==> config.mk <==
export PLATFORM = sky130hd
export DESIGN_NAME = imul_copro
export DESIGN_NICKNAME = d
export VERILOG_FILES = /design/src/rtl/imul_copro.sv
export SDC_FILE = /design/constraint.sdc
export NUM_CORES = 1
export LEC_CHECK = 0
export BUFFER_PORTS_ARGS = -buffer_cell sky130_fd_sc_hd__buf_2
export CAP_MARGIN = 10
export CORE_ASPECT_RATIO = 1.5
export CORE_MARGIN = 4
export CORE_UTILIZATION = 66
export CTS_BUF_LIST = sky130_fd_sc_hd__clkbuf_4 sky130_fd_sc_hd__clkbuf_8
export CTS_CLUSTER_DIAMETER = 80
export DETAILED_ROUTE_END_ITERATION = 10
export HOLD_SLACK_MARGIN = 0.06
export PLACE_DENSITY = 0.9
export SYNTH_ARGS = -nofsm -noshare
export SYNTH_HDL_FRONTEND = slang
export SYNTH_SLANG_ARGS = --single-unit
==> constraint.sdc <==
create_clock -name clk -period 4.09 [get_ports clk]
set_clock_uncertainty 0.15 [all_clocks]
set_input_delay 0.818 -clock clk [delete_from_list [all_inputs] [get_ports clk]]
set_output_delay 0.818 -clock clk [all_outputs]
set_load 0.05 [all_outputs]
==> src/rtl/imul_copro.sv <==
// Iterative integer multiply/divide coprocessor on a narrow register bus; W cycles per op, cmd_end held until end_ack.
// No backpressure: host polls busy/STATUS or waits for cmd_end; define IMUL_SIGNED_EN to enable signed opcodes 10/11.
module imul_copro #(
    parameter int W  = 32,
    parameter int BW = 8
) (
    input  logic          clk,
    input  logic          arst,
    input  logic [BW-1:0] databus_in,
    output logic [BW-1:0] databus_out,
    input  logic [3:0]    addr,
    input  logic          cs,
    input  logic          rd,
    input  logic          wr,
    input  logic          end_ack,
    output logic          cmd_end,
    output logic          busy
);

    localparam int NCH = W / BW;
    localparam int PW  = (NCH > 1) ? $clog2(NCH) : 1;
    localparam int CW  = $clog2(W + 1);

    localparam logic [1:0] S_IDLE = 2'd0;
    localparam logic [1:0] S_RUN  = 2'd1;
    localparam logic [1:0] S_DONE = 2'd2;

    logic [1:0]     r_state;
    logic [W-1:0]   r_a;
    logic [W-1:0]   r_b;
    logic [W-1:0]   r_acc;
    logic [W-1:0]   r_lo;
    logic [W-1:0]   r_opnd;
    logic [CW-1:0]  r_cnt;
    logic           r_is_div;
    logic           r_neg_q;
    logic           r_neg_r;
    logic           r_ovf_pend;
    logic [2*W-1:0] r_res;
    logic [PW-1:0]  r_ptr_lo;
    logic [PW-1:0]  r_ptr_hi;
    logic           r_cmd_end;
    logic           r_dbz;
    logic           r_ovf;
    logic           r_err_busy;
    logic           r_bad_op;

    logic           w_wr;
    logic           w_rd;
    logic           w_cmd_wr;
    logic           w_sgn;
    logic           w_op_ok;
    logic           w_accept;
    logic           w_a_neg;
    logic           w_b_neg;
    logic [W-1:0]   w_a_abs;
    logic [W-1:0]   w_b_abs;
    logic           w_ovf_det;
    logic [W-1:0]   w_a_nxt;
    logic [W-1:0]   w_b_nxt;
    logic [W:0]     w_add;
    logic [W:0]     w_rsh;
    logic [W:0]     w_diff;
    logic [W-1:0]   w_acc_nx;
    logic [W-1:0]   w_lo_nx;
    logic [2*W-1:0] w_mag;
    logic [2*W-1:0] w_prod;
    logic [W-1:0]   w_quo;
    logic [W-1:0]   w_rem;
    logic           w_dbz;
    logic [2*W-1:0] w_final;
    logic           w_last;
    logic [5:0]     w_status;

    assign w_wr     = cs & wr;
    assign w_rd     = cs & rd;
    assign w_cmd_wr = w_wr & (addr == 4'd2);

`ifdef IMUL_SIGNED_EN
    assign w_sgn   = databus_in[1];
    assign w_op_ok = 1'b1;
`else
    assign w_sgn   = 1'b0;
    assign w_op_ok = ~databus_in[1];
`endif

    assign w_accept  = w_cmd_wr & (r_state != S_RUN) & w_op_ok;
    assign w_a_neg   = w_sgn & r_a[W-1];
    assign w_b_neg   = w_sgn & r_b[W-1];
    assign w_a_abs   = w_a_neg ? -r_a : r_a;
    assign w_b_abs   = w_b_neg ? -r_b : r_b;
    assign w_ovf_det = w_sgn & databus_in[0] & (r_a == {1'b1, {(W-1){1'b0}}}) & (&r_b);

    // Operand ports fill LS chunk first: each write pushes the new chunk in at the top.
    generate
        if (W > BW) begin : g_shift
            assign w_a_nxt = {databus_in, r_a[W-1:BW]};
            assign w_b_nxt = {databus_in, r_b[W-1:BW]};
        end else begin : g_load
            assign w_a_nxt = databus_in;
            assign w_b_nxt = databus_in;
        end
    endgenerate

    assign w_add  = {1'b0, r_acc} + {1'b0, (r_lo[0] ? r_opnd : {W{1'b0}})};
    assign w_rsh  = {r_acc, r_lo[W-1]};
    assign w_diff = w_rsh - {1'b0, r_opnd};

    always_comb begin
        w_acc_nx = w_add[W:1];
        w_lo_nx  = {w_add[0], r_lo[W-1:1]};
        if (r_is_div) begin
            if (!w_diff[W]) begin
                w_acc_nx = w_diff[W-1:0];
                w_lo_nx  = {r_lo[W-2:0], 1'b1};
            end else begin
                w_acc_nx = w_rsh[W-1:0];
                w_lo_nx  = {r_lo[W-2:0], 1'b0};
            end
        end
    end

    // Signed ops run on magnitudes; signs are restored on the final edge.
    assign w_mag   = {w_acc_nx, w_lo_nx};
    assign w_prod  = r_neg_q ? -w_mag : w_mag;
    assign w_quo   = r_neg_q ? -w_lo_nx : w_lo_nx;
    assign w_rem   = r_neg_r ? -w_acc_nx : w_acc_nx;
    assign w_dbz   = r_is_div & (r_opnd == {W{1'b0}});
    assign w_final = !r_is_div ? w_prod :
                     w_dbz     ? {r_a, {W{1'b1}}} : {w_rem, w_quo};
    assign w_last  = (r_state == S_RUN) && (r_cnt == CW'(W - 1));

    assign busy     = (r_state == S_RUN);
    assign cmd_end  = r_cmd_end;
    assign w_status = {r_bad_op, r_err_busy, r_ovf, r_dbz, r_cmd_end, busy};

    function automatic logic [PW-1:0] ptr_inc(input logic [PW-1:0] p);
        return (p == PW'(NCH - 1)) ? '0 : p + 1'b1;
    endfunction

    always_comb begin
        databus_out = '0;
        if (w_rd) begin
            case (addr)
                4'd3:    databus_out = r_res[int'(r_ptr_lo) * BW +: BW];
                4'd4:    databus_out = r_res[W + int'(r_ptr_hi) * BW +: BW];
                4'd5:    databus_out = {{(BW-6){1'b0}}, w_status};
                default: databus_out = '0;
            endcase
        end
    end

    always_ff @(posedge clk or negedge arst) begin
        if (!arst) begin
            r_state    <= S_IDLE;
            r_a        <= '0;
            r_b        <= '0;
            r_acc      <= '0;
            r_lo       <= '0;
            r_opnd     <= '0;
            r_cnt      <= '0;
            r_is_div   <= 1'b0;
            r_neg_q    <= 1'b0;
            r_neg_r    <= 1'b0;
            r_ovf_pend <= 1'b0;
            r_res      <= '0;
            r_ptr_lo   <= '0;
            r_ptr_hi   <= '0;
            r_cmd_end  <= 1'b0;
            r_dbz      <= 1'b0;
            r_ovf      <= 1'b0;
            r_err_busy <= 1'b0;
            r_bad_op   <= 1'b0;
        end else begin
            if (w_wr && addr == 4'd0 && r_state != S_RUN) r_a <= w_a_nxt;
            if (w_wr && addr == 4'd1 && r_state != S_RUN) r_b <= w_b_nxt;
            if (w_rd && addr == 4'd3) r_ptr_lo <= ptr_inc(r_ptr_lo);
            if (w_rd && addr == 4'd4) r_ptr_hi <= ptr_inc(r_ptr_hi);

            case (r_state)
                S_RUN: begin
                    if (w_cmd_wr) r_err_busy <= 1'b1;
                    r_acc <= w_acc_nx;
                    r_lo  <= w_lo_nx;
                    r_cnt <= r_cnt + 1'b1;
                    if (w_last) begin
                        r_state   <= S_DONE;
                        r_cmd_end <= 1'b1;
                        r_res     <= w_final;
                        r_dbz     <= w_dbz;
                        r_ovf     <= r_ovf_pend;
                    end
                end
                default: begin
                    if (w_accept) begin
                        r_state    <= S_RUN;
                        r_cmd_end  <= 1'b0;
                        r_dbz      <= 1'b0;
                        r_ovf      <= 1'b0;
                        r_err_busy <= 1'b0;
                        r_bad_op   <= 1'b0;
                        r_ptr_lo   <= '0;
                        r_ptr_hi   <= '0;
                        r_cnt      <= '0;
                        r_acc      <= '0;
                        r_lo       <= w_a_abs;
                        r_opnd     <= w_b_abs;
                        r_is_div   <= databus_in[0];
                        r_neg_q    <= w_a_neg ^ w_b_neg;
                        r_neg_r    <= w_a_neg;
                        r_ovf_pend <= w_ovf_det;
                    end else begin
                        if (w_cmd_wr) r_bad_op <= 1'b1;
                        if (end_ack) begin
                            r_cmd_end <= 1'b0;
                            r_state   <= S_IDLE;
                        end
                    end
                end
            endcase
        end
    end

endmodule

# [Word level (Yosys, flattened, before mapping)]
# Cells that the tools add are included.
[op_classes] reduce_logical=18 shift=2 n_addsub=6 n_mux=39 n_bitwise=8 eq_ne=12
[ops] op="32-bit two-way mux" n=8
[ops] op="64-bit two-way mux" n=2
[ops] op="64-bit by 6-bit indexed part select with 8-bit output" n=1
[ops] op="64-bit by 8-bit indexed part select with 8-bit output" n=1
[ops] op="32-bit by 32-bit adder with 33-bit output" n=1
[ops] op="33-bit by 32-bit subtractor with 33-bit output" n=1
[ops] op="32-bit logical NOT" n=1
[ops] op="2-bit two-way mux" n=12
[ops] op="8-bit case mux with 3 select lines" n=1
[ops] op="1-bit two-way mux" n=13
[ops] op="6-bit two-way mux" n=2
[ops] op="2-bit AND reduction" n=6
[ops] op="4-bit by 2-bit == test with 1-bit output, second input constant" n=2
[ops] op="4-bit by 3-bit == test with 1-bit output, second input constant" n=2
[ops] op="8-bit two-way mux" n=1
[ops] op="6-bit by 5-bit adder with 7-bit output, first input constant" n=1
[ops] op="1-bit logical AND" n=7
[ops] op="6-bit by 1-bit adder with 6-bit output, second input constant" n=1
[ops] op="1-bit bitwise AND" n=6
[ops] op="6-bit by 5-bit == test with 1-bit output, second input constant" n=1
[ops] op="2-bit by 1-bit != test with 1-bit output, second input constant" n=3
[ops] op="2-bit by 1-bit adder with 2-bit output, second input constant" n=2
[ops] op="2-bit == test, second input constant" n=2
[ops] op="4-bit by 1-bit == test with 1-bit output, second input constant" n=1
[ops] op="other kinds (5)" n=7
[word_totals] wordCells=101 inputBits=18 regBits=242

# [Longest topological paths before layout]
[logic_depth] depth_word=6 depth_mapped=14 ltp_nobuf=13

# [Worst setup path before layout]
# No wires, ideal clock.
[synth_timing] path_type="input to output" start="input port addr[0]" end="output port databus_out[3]" n_path_buf=2 arrival_ps=2481 path_stages=5 slack_ps=641 path_cell_list="clkbuf_1 > and3_1 > clkbuf_1 > nand3_1 > o22ai_1"
[synth_via] elab_chain_len=3
[synth_rtl] element="start, declared" line_no="11" rtl="input logic [3:0] addr,"
[synth_rtl] element="4-bit by 3-bit == test with 1-bit output / 4-bit by 2-bit == test with 1-bit output (equally long branches)" line_no="144" rtl="case (addr)"
[synth_rtl] element="8-bit case mux with 3 select lines (*)" line_no="144"
[synth_rtl] element="8-bit two-way mux (*)" line_no="143" rtl="if (w_rd) begin"
[synth_rtl] element="end, declared" line_no="10" rtl="output logic [BW-1:0] databus_out,"
# Every way passes the cells marked *; elsewhere a longest branch is shown, timed or not.

# [Worst setup path after layout]
[layout_timing] start="register r_lo[31]" end="register r_res[35]"
[layout_via] elab_chain_len=5
[layout_rtl] element="start, declared" line_no="32" rtl="logic [W-1:0] r_lo;"
[layout_rtl] element="start signal, assigned" line_no="184" rtl="r_lo <= w_lo_nx;"
[layout_rtl] element="start signal, assigned" line_no="206" rtl="r_lo <= w_a_abs;"
[layout_rtl] element="33-bit by 32-bit subtractor with 33-bit output (*)" line_no="107" rtl="assign w_diff = w_rsh - {1'b0, r_opnd};"
[layout_rtl] element="32-bit two-way mux (*)" line_no="113" rtl="if (!w_diff[W]) begin"
[layout_rtl] element="32-bit two-way mux (*)" line_no="112" rtl="if (r_is_div) begin"
[layout_rtl] element="64-bit two-way mux" line_no="130" rtl="w_dbz ? {r_a, {W{1'b1}}} : {w_rem, w_quo};"
[layout_rtl] element="64-bit two-way mux (*)" line_no="129" rtl="assign w_final = !r_is_div ? w_prod :"
[layout_rtl] element="end signal, assigned" line_no="189" rtl="r_res <= w_final;"
[layout_rtl] element="end, declared" line_no="39" rtl="logic [2*W-1:0] r_res;"
# Marked as above.
# A chain may end at the register's enable or synchronous reset.

==> summary.md <==
| Metric | Value |
|---|---|
| Die height | roughly 190 µm |
| TritonCTS buffer count | 37 |
| Finished Layout Cells | about 1900 |
| Met1 wire length | ~16000 µm |
| Post-CTS Setup Bufs | 0 |
| Nets@finish | ~1700 |
| Via density | 6.89 |
| Total of endpoints with negative setup slack in the final report | 0 |
| First-pass GRT wire length | 72400 µm |
| CP Launch Type | register |
| Drt first-iter violations | 1562 |
| Max-slew violation count | 0 |
| Sw frac | 0.451 |
| PostCTS Resize Cnt | 0 |
| WP data arrival | approximately 4.2 ns |
| Max-Cap Viols | 0 |
| Relative slew slack | 0.306 |
| Clock buffer depth | 3 |
| # rows | 67 |
| Main synth FF type | dfrtp_1 |
| Worst R2R Path Depth | 13 |
| YS warnings | 0 |
| Combinational power share | 0.529 |
| WL met3 | ~3400 µm |
| Setup TNS | 0 ns |
| Final hold vios | 0 |
| Status | finished clean |
| Die area | 25500 µm² |
| Core Region | 22500 µm² |
| Met2 WL | ~21000 µm |
| Initial antenna violation count | 3 |
| Initial DRT Pass Iterations | 6 |
| Syn Std Cell Area | 15200 µm² |
| Worst Hold Depth | 1 |
| Die W | 132 µm |
| Post-synth cell types | 72 |
| Reg clk slew, reported paths | approximately 0.070 ns |
| Max layer used | met5 |
| HPWL Detailed | 33600 µm |
| Diodes inserted | 0 |
| Avg WL per Cell | approximately 23 µm |
| Area Growth Syn to Fin | 7.56% |
| Setup crit end kind | register |
| Post-Syn Nets | around 1700 |
| Post-synth EDFFs | 0 |
| Worst setup path class | register to register |
| Worst-Margin Slew | about 1.0 ns |
| Mapped Cells | 1661 |
| Final Instance Area | approximately 16000 µm² |
| Critical Path RT | ~4.4 ns |
| Worst Hold Class | register to register |
| Gr ovfl total | 0 |
| Post-Route WL | roughly 45000 µm |
| Top-Level Pins | 28 |
| Latest clock arrival within the worst-skew pair | 0.57 ns |
| GP Congestion | 1.03 |
| TritonCTS clock tree | built |
| Leak | about 7.7 nW |
| Antenna Nets Post-Route | 0 |
| Clk Tree Root Cell | clkbuf_8 |
| Part of the power in registers | 0.297 |
| Clock power frac | 0.174 |
| VDD IR max | 341 µV |
| DRC | 0 |
| Ys async rst share | 1.00 |
| Starting Density | 0.676 |
| Post-layout minimum cycle time | a little under 4 ns |
| Placed Cells | around 1900 |
| Number of global-route vias before repair | approximately 13000 |
| F_max | ~260 MHz |
| GRT Total Usage | 0.355 |
| Register area share after synthesis | 0.395 |
| Area post-placement | 15600 µm² |
| Crit path max fanout | 13 |
| Largest net degree at the start of global routing | 74 |
| Routed vias | 13400 |
| NetSw | between 5 and 6 mW |
| Tcrit/Tclk final | 0.943 |
| # H-tree levels | 2 |
| Port buffer count | 27 |
| # clock sinks | 240 |
| Cell area power density | 741 nW/µm² |
| P_int | between 6 and 7 mW |
| FF+latch count, synth | 240 |
| RSZ-0062 raised after global routing | false |
| Mean Syn Cell Area | around 9 µm² |
| Share of cells above drive strength 1 | 0.146 |
## synth_stat cells, drive strengths merged (3+ instances only)
| master | instances | area (µm²) |
|---|---|---|
| nor3 | 24 | 125 |
| a211oi | 27 | 208 |
| and2 | 45 | 282 |
| nand3 | 54 | 270 |
| o31a | 5 | 43.8 |
| xor2 | 22 | 193 |
| a22o | 3 | 26.3 |
| a221oi | 11 | 96.3 |
| or2 | 3 | 18.8 |
| nand2b | 9 | 56.3 |
| nand2 | 181 | 679 |
| o21a | 23 | 173 |
| dfrtp | 240 | 6010 |
| nor4 | 10 | 68.8 |
| a31oi | 50 | 328 |
| nor2 | 114 | 428 |
| o22ai | 7 | 43.8 |
| a21o | 24 | 180 |
| o22a | 3 | 26.3 |
| o31ai | 11 | 82.6 |
| xnor2 | 26 | 228 |
| o21bai | 10 | 75.1 |
| clkbuf | 92 | 345 |
| ha | 67 | 838 |
| a22oi | 5 | 37.5 |
| inv | 55 | 206 |
| nor2b | 7 | 43.8 |
| or3 | 11 | 73.8 |
| nand4 | 14 | 87.6 |
| o21ai | 111 | 556 |
| and4 | 6 | 52.6 |
| nor3b | 3 | 22.5 |
| mux2 | 85 | 957 |
| mux2i | 52 | 521 |
| a41oi | 6 | 52.6 |
| a211o | 5 | 43.8 |
| and3 | 43 | 269 |
| buf | 17 | 81.3 |
| o211ai | 10 | 75.1 |
| a31o | 6 | 52.6 |
| mux4 | 16 | 360 |
| a21oi | 119 | 596 |
## sequential cells by signal, summed over array words and instances, names as in the netlist, 2 cells and up
name      cells
r_opnd       32
r_cnt         6
r_acc        32
r_lo         32
r_a          32
r_ptr_lo      2
r_ptr_hi      2
r_state       2
r_b          32
r_res        64
## kinds of logic after synthesis
family	Yosys count	synth area share
AOI/OAI and AO/OA	455	0.189
adders and majority gates	69	0.0578
xor gates and xnor gates	48	0.0277
buffers and inverters	165	0.0419
DFF	240	0.395
and+or+nand+nor	531	0.167
muxes	153	0.121
## area by class of cell
| class | count | area, µm² |
|---|---|---|
| inverters | 56 | 210 |
| clock buffers | 58 | 729 |
| clock inverters | 4 | 30.0 |
| well taps | 276 | 345 |
| flip-flops and latches | 240 | 6010 |
| repair buffers | 58 | 430 |
| multi-input cells | 1256 | 8580 |
| fillers | 1604 | 6130 |
## metal layers
metal	track usage	up-vias
met5	0	-
met4	0.250	2
met1	0.421	6415
li1	-	6006
met3	0.0532	240
met2	0.593	750
## final timing paths
kind,startpoint,endpoint,slack [ns]
setup / recovery,r_lo[31],r_res[35],0.23
hold reg to reg,r_res[48],r_res[48],0.33
hold / removal,r_res[48],r_res[48],0.33
setup reg to reg,r_lo[31],r_res[35],0.23
max in group asynchronous,arst,r_res[23],2.29
min in group asynchronous,arst,r_cnt[0],0.64
## critical path, cell delays in order, from the launching register on
cell and delay [ns]:
dfrtp_1 0.38, inv_1 0.10, ha_1 0.18, inv_1 0.06
fa_1 0.42, a211oi_1 0.25, o21a_1 0.26, a211o_1 0.26
a31oi_4 0.15, and3_1 0.27, or3_4 0.45, o31a_1 0.34
or3_1 0.30, a31oi_1 0.19
## cells in the final DEF, fill, tap and decap left out, types with 42 or more instances in the layout
master    instances
o21ai_0         110
clkbuf_8         47
mux2_2           85
mux2i_1          52
inv_1            55
nor2_1          112
a31oi_1          49
ha_1             67
and3_1           42
and2_1           45
dfrtp_1         239
nand2_1         181
a21oi_1         119
nand3_1          54
## power by group through the flow
stage / logic (mW) / clock network [mW] / registers (mW)
floorplan: 4.85 / 0 / 3.22
global placement: 6.01 / 0 / 3.57
detailed placement: 6.18 / 0 / 3.59
CTS: 6.24 / 2.13 / 3.55
global route: 7.01 / 2.25 / 3.62
finish: 6.40 / 2.11 / 3.60
## repair_timing
item | in CTS | in global routing
hold buffers | 1 | 0
hold endpoints to repair | 12 | 0
endpoints found under the setup margin | 0 | 0
## per-stage QoR
step / total power [mW] / utilization / hold slack [ns] / worst slack (ns)
CTS: 11.9 / 0.727 / 0.326 / 0.282
floorplan: 8.07 / - / 0.294 / 0.641
global route: 12.9 / 0.727 / 0.361 / 0.0737
finish: 12.1 / 0.727 / 0.327 / 0.234
detailed placement: 9.77 / 0.693 / 0.311 / 0.304
global placement: 9.59 / 0.693 / 0.304 / 0.438
Power figures use the tool's default switching activity.
